$ cat src/rtl/alu_cmd_sequencer.sv
// Issue stage for an external combinational ALU: queues commands in a small FIFO,
// drives the ALU from registered operands and returns each result over valid/ready.
//
// state | meaning
// IDLE  | nothing in flight; waiting for a queued command
// ISSUE | operands on ALU ports, result settling; captured at the next edge
// HOLD  | result presented on rsp_*; waiting for rsp_ready
module alu_cmd_sequencer #(
   parameter int DATA_W = 8,
   parameter int OP_W   = 4,
   parameter int DEPTH  = 4
) (
   input  logic                         clk,
   input  logic                         rst,
   input  logic                         cmd_valid,
   output logic                         cmd_ready,
   input  logic [DATA_W-1:0]            cmd_a,
   input  logic [DATA_W-1:0]            cmd_b,
   input  logic [OP_W-1:0]              cmd_op,
   output logic [DATA_W-1:0]            alu_a,
   output logic [DATA_W-1:0]            alu_b,
   output logic [OP_W-1:0]              alu_cl,
   input  logic [DATA_W-1:0]            alu_out,
   output logic                         rsp_valid,
   input  logic                         rsp_ready,
   output logic [DATA_W-1:0]            rsp_data,
   output logic [OP_W-1:0]              rsp_op,
   output logic                         rsp_err,
   output logic [$clog2(DEPTH+1)-1:0]   count,
   output logic                         busy
);

   localparam int PTR_W = $clog2(DEPTH);
   localparam int CNT_W = $clog2(DEPTH+1);
   localparam logic [OP_W-1:0] OP_DIV = OP_W'(3);

   typedef enum logic [1:0] {S_IDLE, S_ISSUE, S_HOLD} state_t;

   state_t state, state_nxt;

   logic [DATA_W-1:0] mem_a  [DEPTH];
   logic [DATA_W-1:0] mem_b  [DEPTH];
   logic [OP_W-1:0]   mem_op [DEPTH];
   logic [PTR_W-1:0]  wr_ptr, rd_ptr;

   logic push, pop, div_zero;

   assign cmd_ready = !rst && (count != CNT_W'(DEPTH));
   assign push      = cmd_valid && cmd_ready;
   assign busy      = (state != S_IDLE) || (count != '0);
   assign div_zero  = (alu_cl == OP_DIV) && (alu_b == '0);

   always_ff @(posedge clk) begin
      if (rst) state <= S_IDLE;
      else     state <= state_nxt;
   end

   always_comb begin
      state_nxt = state;
      pop       = 1'b0;
      case (state)
         S_IDLE: begin
            if (count != '0) begin
               pop       = 1'b1;
               state_nxt = S_ISSUE;
            end
         end
         S_ISSUE: state_nxt = S_HOLD;
         S_HOLD: begin
            if (rsp_ready) begin
               if (count != '0) begin
                  pop       = 1'b1;
                  state_nxt = S_ISSUE;
               end else begin
                  state_nxt = S_IDLE;
               end
            end
         end
         default: state_nxt = S_IDLE;
      endcase
   end

   // Pointers wrap naturally because DEPTH is a power of two.
   always_ff @(posedge clk) begin
      if (rst) begin
         wr_ptr <= '0;
         rd_ptr <= '0;
         count  <= '0;
      end else begin
         if (push) begin
            mem_a[wr_ptr]  <= cmd_a;
            mem_b[wr_ptr]  <= cmd_b;
            mem_op[wr_ptr] <= cmd_op;
            wr_ptr         <= wr_ptr + PTR_W'(1);
         end
         if (pop) rd_ptr <= rd_ptr + PTR_W'(1);
         case ({push, pop})
            2'b10:   count <= count + CNT_W'(1);
            2'b01:   count <= count - CNT_W'(1);
            default: count <= count;
         endcase
      end
   end

   always_ff @(posedge clk) begin
      if (rst) begin
         alu_a     <= '0;
         alu_b     <= '0;
         alu_cl    <= '0;
         rsp_valid <= 1'b0;
         rsp_data  <= '0;
         rsp_op    <= '0;
         rsp_err   <= 1'b0;
      end else begin
         if (pop) begin
            alu_a  <= mem_a[rd_ptr];
            alu_b  <= mem_b[rd_ptr];
            alu_cl <= mem_op[rd_ptr];
         end
         if (state == S_ISSUE) begin
            rsp_valid <= 1'b1;
            rsp_op    <= alu_cl;
            rsp_err   <= div_zero;
            rsp_data  <= div_zero ? '1 : alu_out;
         end else if ((state == S_HOLD) && rsp_ready) begin
            rsp_valid <= 1'b0;
         end
      end
   end

endmodule

$ cat config.mk
export PLATFORM = sky130hd
export DESIGN_NAME = alu_cmd_sequencer
export DESIGN_NICKNAME = d
export VERILOG_FILES = /design/src/rtl/alu_cmd_sequencer.sv
export SDC_FILE = /design/constraint.sdc
export NUM_CORES = 1
export LEC_CHECK = 0
export ABC_AREA = 1
export BUFFER_PORTS_ARGS = -buffer_cell sky130_fd_sc_hd__buf_2
export CAP_MARGIN = 20
export CORE_ASPECT_RATIO = 1.75
export CORE_MARGIN = 2
export CORE_UTILIZATION = 45
export DETAILED_ROUTE_END_ITERATION = 12
export HOLD_SLACK_MARGIN = 0.1
export SKIP_CTS_REPAIR_TIMING = 1
export SYNTH_ARGS = -nofsm -noshare
export SYNTH_HDL_FRONTEND = slang
export SYNTH_SLANG_ARGS = --single-unit
$ cat constraint.sdc
create_clock -name clk -period 2.85 [get_ports clk]
set_input_delay 0.7125 -clock clk [delete_from_list [all_inputs] [get_ports clk]]
set_output_delay 0.7125 -clock clk [all_outputs]
set_load 0.05 [all_outputs]
==> results.toml, run 1 <==
[grt]
grtUsageTotal_pct = 17.8
grt_pass1_vias = 3614
antenna_found_initial = 0
overflow = 0
grt_first_pass_wirelength_mm = 17.3
grt_max_degree = 45

[synthesis]
yosys.area.top_type = "edfxtp_1"
synth.top_cell.area_share_pct = 45.4
postSynthCellCount = 579
avgSynthCellArea_um2 = 9.13
synth-seq-cells = 123
synth_area_um2 = 5290
ys_seq_area_share_pct = 61.7
synth_fp_nets = 617
synth.area.top_cells = "edfxtp_1 (45%), dfxtp_1 (16%), nand2_1 (11%)"
ys_types = 29
synth_warnings = 0

[routing]
vias_per_cell = 4.67
route.vias.total = 3742
initialDrtViolationCount = 159
wl_per_cell_um = 13.3
antenna_left = 0
route.detailed.drc = 0
first_pass_iters = 4
drt_wl_total_mm = 10.6

[finish]
nets = 691
insertedDiodeCount = 0
seqCellArea_um2 = 3260
drive_above_1_share_pct = 18.2
final_common_cell = "nand2_1"
multi_input_area_um2 = 1410
layout_common_cells = "nand2_1 (156), inv_1 (115), edfxtp_1 (80), buf_2 (70), nor2_1 (60)"
fillCellCount = 1065
finish.utilization_pct = 54.9
area_growth_pct = 19.5

[setup_path]
reg2reg_depth = 12
cpLargestDelayFamily = "simple AND/OR/NAND/NOR gates"
cp.arrival_ns = 1.56
critPathKind = "register to output port"
cp_max_fo = 6
endpoint_kind = "output port"
path_buf_inv = 2
worstPathCellList = "inv_1 -> nand3_4 -> or2_2 -> buf_2"
critPathMaxStageDelay_ns = 0.30
cp_slowest_cell = "dfxtp_1"
worst-path-stages = 4
critPathRequiredTime_ns = 2.14
cp-start-kind = "register"

[die]
pin_count = 71
dieArea_um2 = 12700
core-area_um2 = 11500
fp.dieW_um = 85.9
start_util_pct = 45.9
die_h_um = 147
rows = 52

[place]
place.gp.congestion = 0.781
hpwl_mm = 6.81
port_buffers = 70

[sta]
worst_pin_slew_ns = 0.871
slew_viol_final = 0
finalHoldViolCount = 0
period_share_pct = 79.8
relSlewSlack_pct = 41.9
period_needed_ns = 2.27
setup_viol = 0
finalClockSkew_ns = 0.00787
fin_setup_tns_ns = 0
fmax_mhz = 440
hold_ws_ns = 0.470
rsz0062_at_grt = "no"

[run]
drv_cap = 0

[clock_network]
cts_buffer_depth = 2
cts.sinks = 123
cts-root-buf = "clkbuf_16"
clk_latency_ns = 0.41
clkTransAtPathRegs_ns = 0.06
numCtsBuffers = 17
tritoncts = "done"
h-tree-depth = 4

[worst_hold_path]
hold_depth = 2
min_path_type = "register to register"

[power]
power_density_nw_per_um2 = 1200
p_leak_uw = 0.00303
vdd_drop_max_mv = 0.556
p_total_uw = 7550

[outcome]
status = "finished, final reports clean"
==> final timing paths <==
kind         startpoint        end  slack [ns]
min           rsp_valid  rsp_valid        0.47
max            count[0]       busy        0.58
min reg2reg   rsp_valid  rsp_valid        0.47
max reg2reg    count[0]   count[2]        0.87
==> power breakdown <==
part | switching (uW) | leakage, uW | internal (uW) | total, uW
combinational | 2160 | 0.00166 | 728 | 2890
clock | 778 | 0.000295 | 1460 | 2240
sequential | 204 | 0.00108 | 2220 | 2430
==> worst reg2reg max path, stage by stage (launching register included) <==
cell and delay [ns]:
dfxtp_1 0.30, inv_1 0.20, nand3_1 0.15, nand3_1 0.23, ha_1 0.21, inv_1 0.07, fa_1 0.38, inv_1 0.07
nand2_1 0.04, nand3_1 0.09, nand2_1 0.06, nand2_1 0.05, nor2_1 0.04
==> stage by stage <==
stage / worst slack (ns) / std cells / instance area (um^2)
floorplan: 0.303 / 579 / 5290
global placement: 0.542 / 769 / 5700
detailed placement: 0.519 / 769 / 5700
CTS: 0.547 / 801 / 6320
global route: 0.505 / 801 / 6320
finish: 0.575 / 801 / 6320
==> synth_stat cells, drive strengths merged <==
cell,instances
dfxtp,43
clkinv,1
or2,1
edfxtp,80
clkbuf,1
nor2,62
a211oi,1
o21ai,17
nand3,48
ha,5
inv,118
buf,21
a21oi,17
nand4,1
a31oi,1
fa,1
nand2,161
==> state kept, by name, indices dropped and copies added, names as in the netlist, 2 cells and up <==
signal and cells:
wr_ptr 2, mem_b 32, mem_a 32, rsp_op 4, state 2, alu_a 8, alu_cl 4, rsp_data 8
count 3, rd_ptr 2, alu_b 8, mem_op 16
==> area by class of cell <==
cell class | count | share of cell area (%)
clock inverters | 15 | 3.09
multi-input cells | 315 | 22.4
clock buffers | 17 | 6.73
flip-flops and latches | 123 | 51.6
inverters | 119 | 7.13
repair buffers | 77 | 6.37
well taps | 135 | 2.67
==> routing by layer <==
metal	global-route usage, %	routed length [um]	up-vias
met2	31.0	5460	90
met1	20.0	4440	1696
met3	4.36	464	24
li1	-	-	1932
met4	8.49	274	0
met5	0	0	-
==> cells by family (layout without fill, tap and decap cells) <==
| family | after synthesis | after routing | share of synthesized area [%] |
|---|---|---|---|
| adder cells (fa/ha/maj) | 6 | 6 | 1.56 |
| AND/OR/NAND/NOR | 273 | 273 | 21.6 |
| flip-flops | 123 | 123 | 61.7 |
| buffers and inverters | 141 | 228 | 11.5 |
| AO/OA/AOI/OAI | 36 | 36 | 3.55 |
Note: power is estimated with default switching activity, not from simulation.
==> inputs of run 2 (changes only) <==
==> constraint.sdc (replaced) <==
create_clock -name clk -period 2.3 [get_ports clk]
set_input_delay 0.575 -clock clk [delete_from_list [all_inputs] [get_ports clk]]
set_output_delay 0.575 -clock clk [all_outputs]
set_load 0.05 [all_outputs]
==> run 2 against run 1 <==
Effect of this change: design area up 0.14%; via count down 0.96%; core utilization up 0.076 points; non-clock buffer count up 3; sequential share of layout area down 0.071 points; critical path type unchanged; largest cell class unchanged; largest power group unchanged.
==> results.toml, run 2 (same netlist as run 1, synthesis figures left out) <==
[sta]
fmax_mhz = 463
hold_ws_ns = 0.373
fin_setup_tns_ns = 0
period_share_pct = 93.9
relSlewSlack_pct = 69.3
period_needed_ns = 2.16
rsz0062_at_grt = "no"
finalClockSkew_ns = 0.0244
finalHoldViolCount = 0
setup_viol = 0
worst_pin_slew_ns = 0.460
slew_viol_final = 0

[grt]
overflow = 0
grt_max_degree = 44
grt_pass1_vias = 3687
grt_first_pass_wirelength_mm = 17.2
grtUsageTotal_pct = 18.0
antenna_found_initial = 0

[routing]
met2WireLength_mm = 5.57
initialDrtViolationCount = 144
route.vias.total = 3706
m1WireLength_mm = 4.46
first_pass_iters = 4
wl_per_cell_um = 13.2
route.detailed.drc = 0
wl_met3_um = 401
vias_per_cell = 4.61
drt_wl_total_mm = 10.6
top_layer = "met4"
antenna_left = 0

[setup_path]
cp_slowest_cell = "dfxtp_1"
cp-start-kind = "register"
cp.arrival_ns = 1.58
endpoint_kind = "output port"
critPathMaxStageDelay_ns = 0.30
worstPathCellList = "inv_1 -> nand3_4 -> or2_2 -> buf_2"
critPathKind = "register to output port"
critPathRequiredTime_ns = 1.73
r2r-start = "count[0]"
cp_max_fo = 6
crit_start = "count[0]"

[finish]
nets = 694
drive_above_1_share_pct = 18.2
final_common_cell = "nand2_1"
final_cells = 804
area_growth_pct = 19.7
layout_common_cells = "nand2_1 (156), inv_1 (115), edfxtp_1 (80), buf_2 (70), nor2_1 (60)"
insertedDiodeCount = 0
reg.largest.list = "mem_a: 32 flops, mem_b: 32 flops, mem_op: 16 flops"
final_area_um2 = 6330
fillCellCount = 1042

[die]
die_h_um = 147
start_util_pct = 45.9
core-area_um2 = 11500
rows = 52
pin_count = 71
fp.dieW_um = 85.9
dieArea_um2 = 12700

[clock_network]
tritoncts = "done"
cts.sinks = 123
cts-root-buf = "clkbuf_16"
clk_latency_ns = 0.42
h-tree-depth = 4
clkTransAtPathRegs_ns = 0.06
cts_buffer_depth = 2
numCtsBuffers = 17

[run]
drv_cap = 0

[place]
port_buffers = 70
placed_area_um2 = 5720
place_inst = 772
place.gp.congestion = 0.747
hpwl_mm = 6.73

[power]
vdd_drop_max_mv = 0.647
p_total_uw = 9340
power_density_nw_per_um2 = 1480
p_leak_uw = 0.00304

[worst_hold_path]
min_path_type = "input port to register"
min_from = "cmd_a[5]"

[outcome]
status = "finished, final reports clean"
## run 2: critical path: cells and delay by family, from the launching register on
kind	cells	cell delay [ns]
simple gates	2	0.44
flops	1	0.30
buf+inv	2	0.41
## run 2: metrics by stage
stage                     utilization [%]  setup slack [ns]
after floorplan                         -            -0.192
after global placement               49.7             0.204
after detailed placement             49.7             0.124
after CTS                            55.0             0.119
after global routing                 55.0            0.0695
final                                55.0             0.140
## run 2: worst paths after layout
check                end  slack, ns  cells after the start
min reg2reg     state[1]       0.48                      1
max                 busy       0.14                      4
max reg2reg     count[2]       0.28                     12
min          mem_a[0][5]       0.37                      1
## run 2: layer usage
metal | track usage (%) | vias up
met5 | 0 | -
met4 | 7.46 | 0
met3 | 4.86 | 13
met2 | 31.7 | 75
met1 | 20.0 | 1676
li1 | - | 1942
## run 2: final cells by class
| cell class | count | area (um^2) | share of cell area, % |
|---|---|---|---|
| clock inverter | 14 | 178 | 2.81 |
| sequential | 123 | 3260 | 51.6 |
| clock buffer | 18 | 429 | 6.78 |
| multi-input combinational | 315 | 1410 | 22.3 |
| tap | 135 | 169 | 2.67 |
| inverter | 119 | 450 | 7.12 |
| timing repair buffer | 80 | 425 | 6.72 |
## run 2: report_power, final
group,internal (uW),total [uW],switching (uW)
combinational,942,3690,2750
sequential,2760,2940,184
clock,1790,2710,922
total,5490,9340,3850
==> inputs of run 3 (changes only) <==
--- a/config.mk
+++ b/config.mk
@@ -7,12 +7,13 @@
 export LEC_CHECK = 0
 export ABC_AREA = 1
 export BUFFER_PORTS_ARGS = -buffer_cell sky130_fd_sc_hd__buf_2
-export CAP_MARGIN = 20
+export CAP_MARGIN = 10
 export CORE_ASPECT_RATIO = 1.75
-export CORE_MARGIN = 2
-export CORE_UTILIZATION = 45
+export CORE_MARGIN = 1.5
+export CORE_UTILIZATION = 57
 export DETAILED_ROUTE_END_ITERATION = 12
 export HOLD_SLACK_MARGIN = 0.1
+export PLACE_DENSITY = 0.79
 export SKIP_CTS_REPAIR_TIMING = 1
 export SYNTH_ARGS = -nofsm -noshare
 export SYNTH_HDL_FRONTEND = slang
==> run 3 against run 2 <==
Effect of this change: clock skew fell by 0.0083 ns; sequential share of layout area grew 0.67 points; hold slack is essentially flat; critical path depth is the same; cell count is 2.0% lower; flip-flop and latch count did not move; critical endpoint unchanged; largest cell class unchanged; largest power group unchanged.
==> results.toml, run 3 (same netlist as run 1, synthesis figures left out) <==
[outcome]
status = "finished, final reports clean"

[finish]
insertedDiodeCount = 0
final_cells = 788
drive_above_1_share_pct = 18.3
reg.largest.list = "mem_a: 32 flops, mem_b: 32 flops, mem_op: 16 flops"
nets = 693
layout_common_cells = "nand2_1 (156), inv_1 (115), edfxtp_1 (80), buf_2 (70), nor2_1 (60)"
multi_input_area_um2 = 1410
area_growth_pct = 18.1
final_common_cell = "nand2_1"
fillCellCount = 707
seqCellArea_um2 = 3260

[power]
power_density_nw_per_um2 = 1450
p_leak_uw = 0.00300
p_comb_share_pct = 40.6
p_seq_share_pct = 32.6
vdd_drop_max_mv = 0.822
swShare_pct = 42.8
pwr-share-clk_pct = 26.8
p_int_uw = 5170
p_switching_uw = 3870
p_total_uw = 9050

[worst_hold_path]
hold_depth = 1
min_path_type = "input port to register"

[die]
fp.dieW_um = 75.8
rows = 46
die_h_um = 130
start_util_pct = 58.5
dieArea_um2 = 9890
pin_count = 71
core-area_um2 = 9040

[setup_path]
crit_end = "busy"
critPathKind = "register to output port"
crit_start = "count[0]"
rr_endpoint = "count[2]"
critPathRequiredTime_ns = 1.73
cp-start-kind = "register"
endpoint_kind = "output port"
worst-path-stages = 4
cpLargestDelayFamily = "simple AND/OR/NAND/NOR gates"
regToRegSetupSlack_ns = 0.26
worstPathCellList = "inv_1 -> nand3_4 -> or2_2 -> buf_2"
critPathMaxStageDelay_ns = 0.31
r2r-start = "count[0]"
cp.arrival_ns = 1.58
cp_max_fo = 6
reg2reg_depth = 11
path_buf_inv = 2
cp_slowest_cell = "dfxtp_1"

[sta]
hold_ws_ns = 0.373
period_share_pct = 93.9
period_needed_ns = 2.16
rsz0062_at_grt = "no"
fin_setup_tns_ns = 0
worst_pin_slew_ns = 0.777
fmax_mhz = 463
setup_viol = 0
slew_viol_final = 0
finalHoldViolCount = 0
relSlewSlack_pct = 48.2
layout_setup_ws_ns = 0.141
finalClockSkew_ns = 0.0161

[routing]
route.vias.total = 3739
initialDrtViolationCount = 202
route.detailed.drc = 0
drt_wl_total_mm = 10.2
wl_per_cell_um = 13.0
antenna_left = 0
vias_per_cell = 4.74
first_pass_iters = 4

[clock_network]
h-tree-depth = 4
cts_buffer_depth = 2
numCtsBuffers = 17
cts-root-buf = "clkbuf_16"
clk_latency_ns = 0.42
clkTransAtPathRegs_ns = 0.06
cts.sinks = 123
tritoncts = "done"

[grt]
grt_first_pass_wirelength_mm = 15.9
grt_max_degree = 44
antenna_found_initial = 0
grtUsageTotal_pct = 22.3
overflow = 0
grt_pass1_vias = 3561

[place]
place_ws_ns = 0.112
port_buffers = 70
hpwl_mm = 6.54
place.gp.congestion = 0.846
place_inst = 756

[run]
drv_cap = 0
## run 3: cell types whose count changed in the layout (fill, tap and decap cells not counted), sizes merged
cell,before,now
clkinvlp,3,6
inv,118,121
clkinv,8,5
bufinv,4,1
buf,80,79
## run 3: worst min-delay path by stage
stage | start | endpoint | slack, ns
global route | cmd_b[5] | mem_b[3][5] | 0.37
detailed placement | state[0] | state[1] | 0.46
global placement | state[0] | state[1] | 0.46
floorplan | state[0] | state[1] | 0.44
CTS | cmd_a[3] | mem_a[1][3] | 0.37
finish | cmd_a[6] | mem_a[1][6] | 0.37
## run 3: metal layers
layer / track usage, % / wire length (um) / vias up
met5: 0 / 0 / -
met4: 10.3 / 214 / 0
met3: 6.44 / 483 / 21
met2: 40.1 / 5590 / 93
met1: 23.0 / 3920 / 1685
li1: - / - / 1940
## run 3: layout make-up
| cell class | instances | share of cell area, % |
|---|---|---|
| Sequential cell | 123 | 52.2 |
| Inverter | 119 | 7.21 |
| Timing Repair Buffer | 79 | 6.69 |
| Clock buffer | 18 | 6.87 |
| Multi-Input combinational cell | 315 | 22.6 |
| Tap cell | 120 | 2.40 |
| Clock inverter | 14 | 1.96 |
## run 3: power groups by stage
stage	registers (uW)	clock network [uW]	logic, uW
2_1_floorplan	4000	0	2010
3_3_place_gp	2980	0	3580
3_5_place_dp	2990	0	3660
4_1_cts	2950	2460	3690
5_1_grt	3000	2560	4040
6_report	2950	2430	3670
## run 3: worst reg2reg max path: cells and delay by family, from the launching register on
kind                       cells  cell delay [ns]
and+or+nand+nor                7             0.81
adders and majority gates      2             0.60
DFF                            1             0.31
buffers and inverters          2             0.27
## run 3: metrics by stage
step | utilization, % | instance area, um^2
final | 69.1 | 6250
after global routing | 69.1 | 6250
after CTS | 69.1 | 6250
after detailed placement | 63.0 | 5700
after global placement | 63.0 | 5700
after floorplan | - | 5290
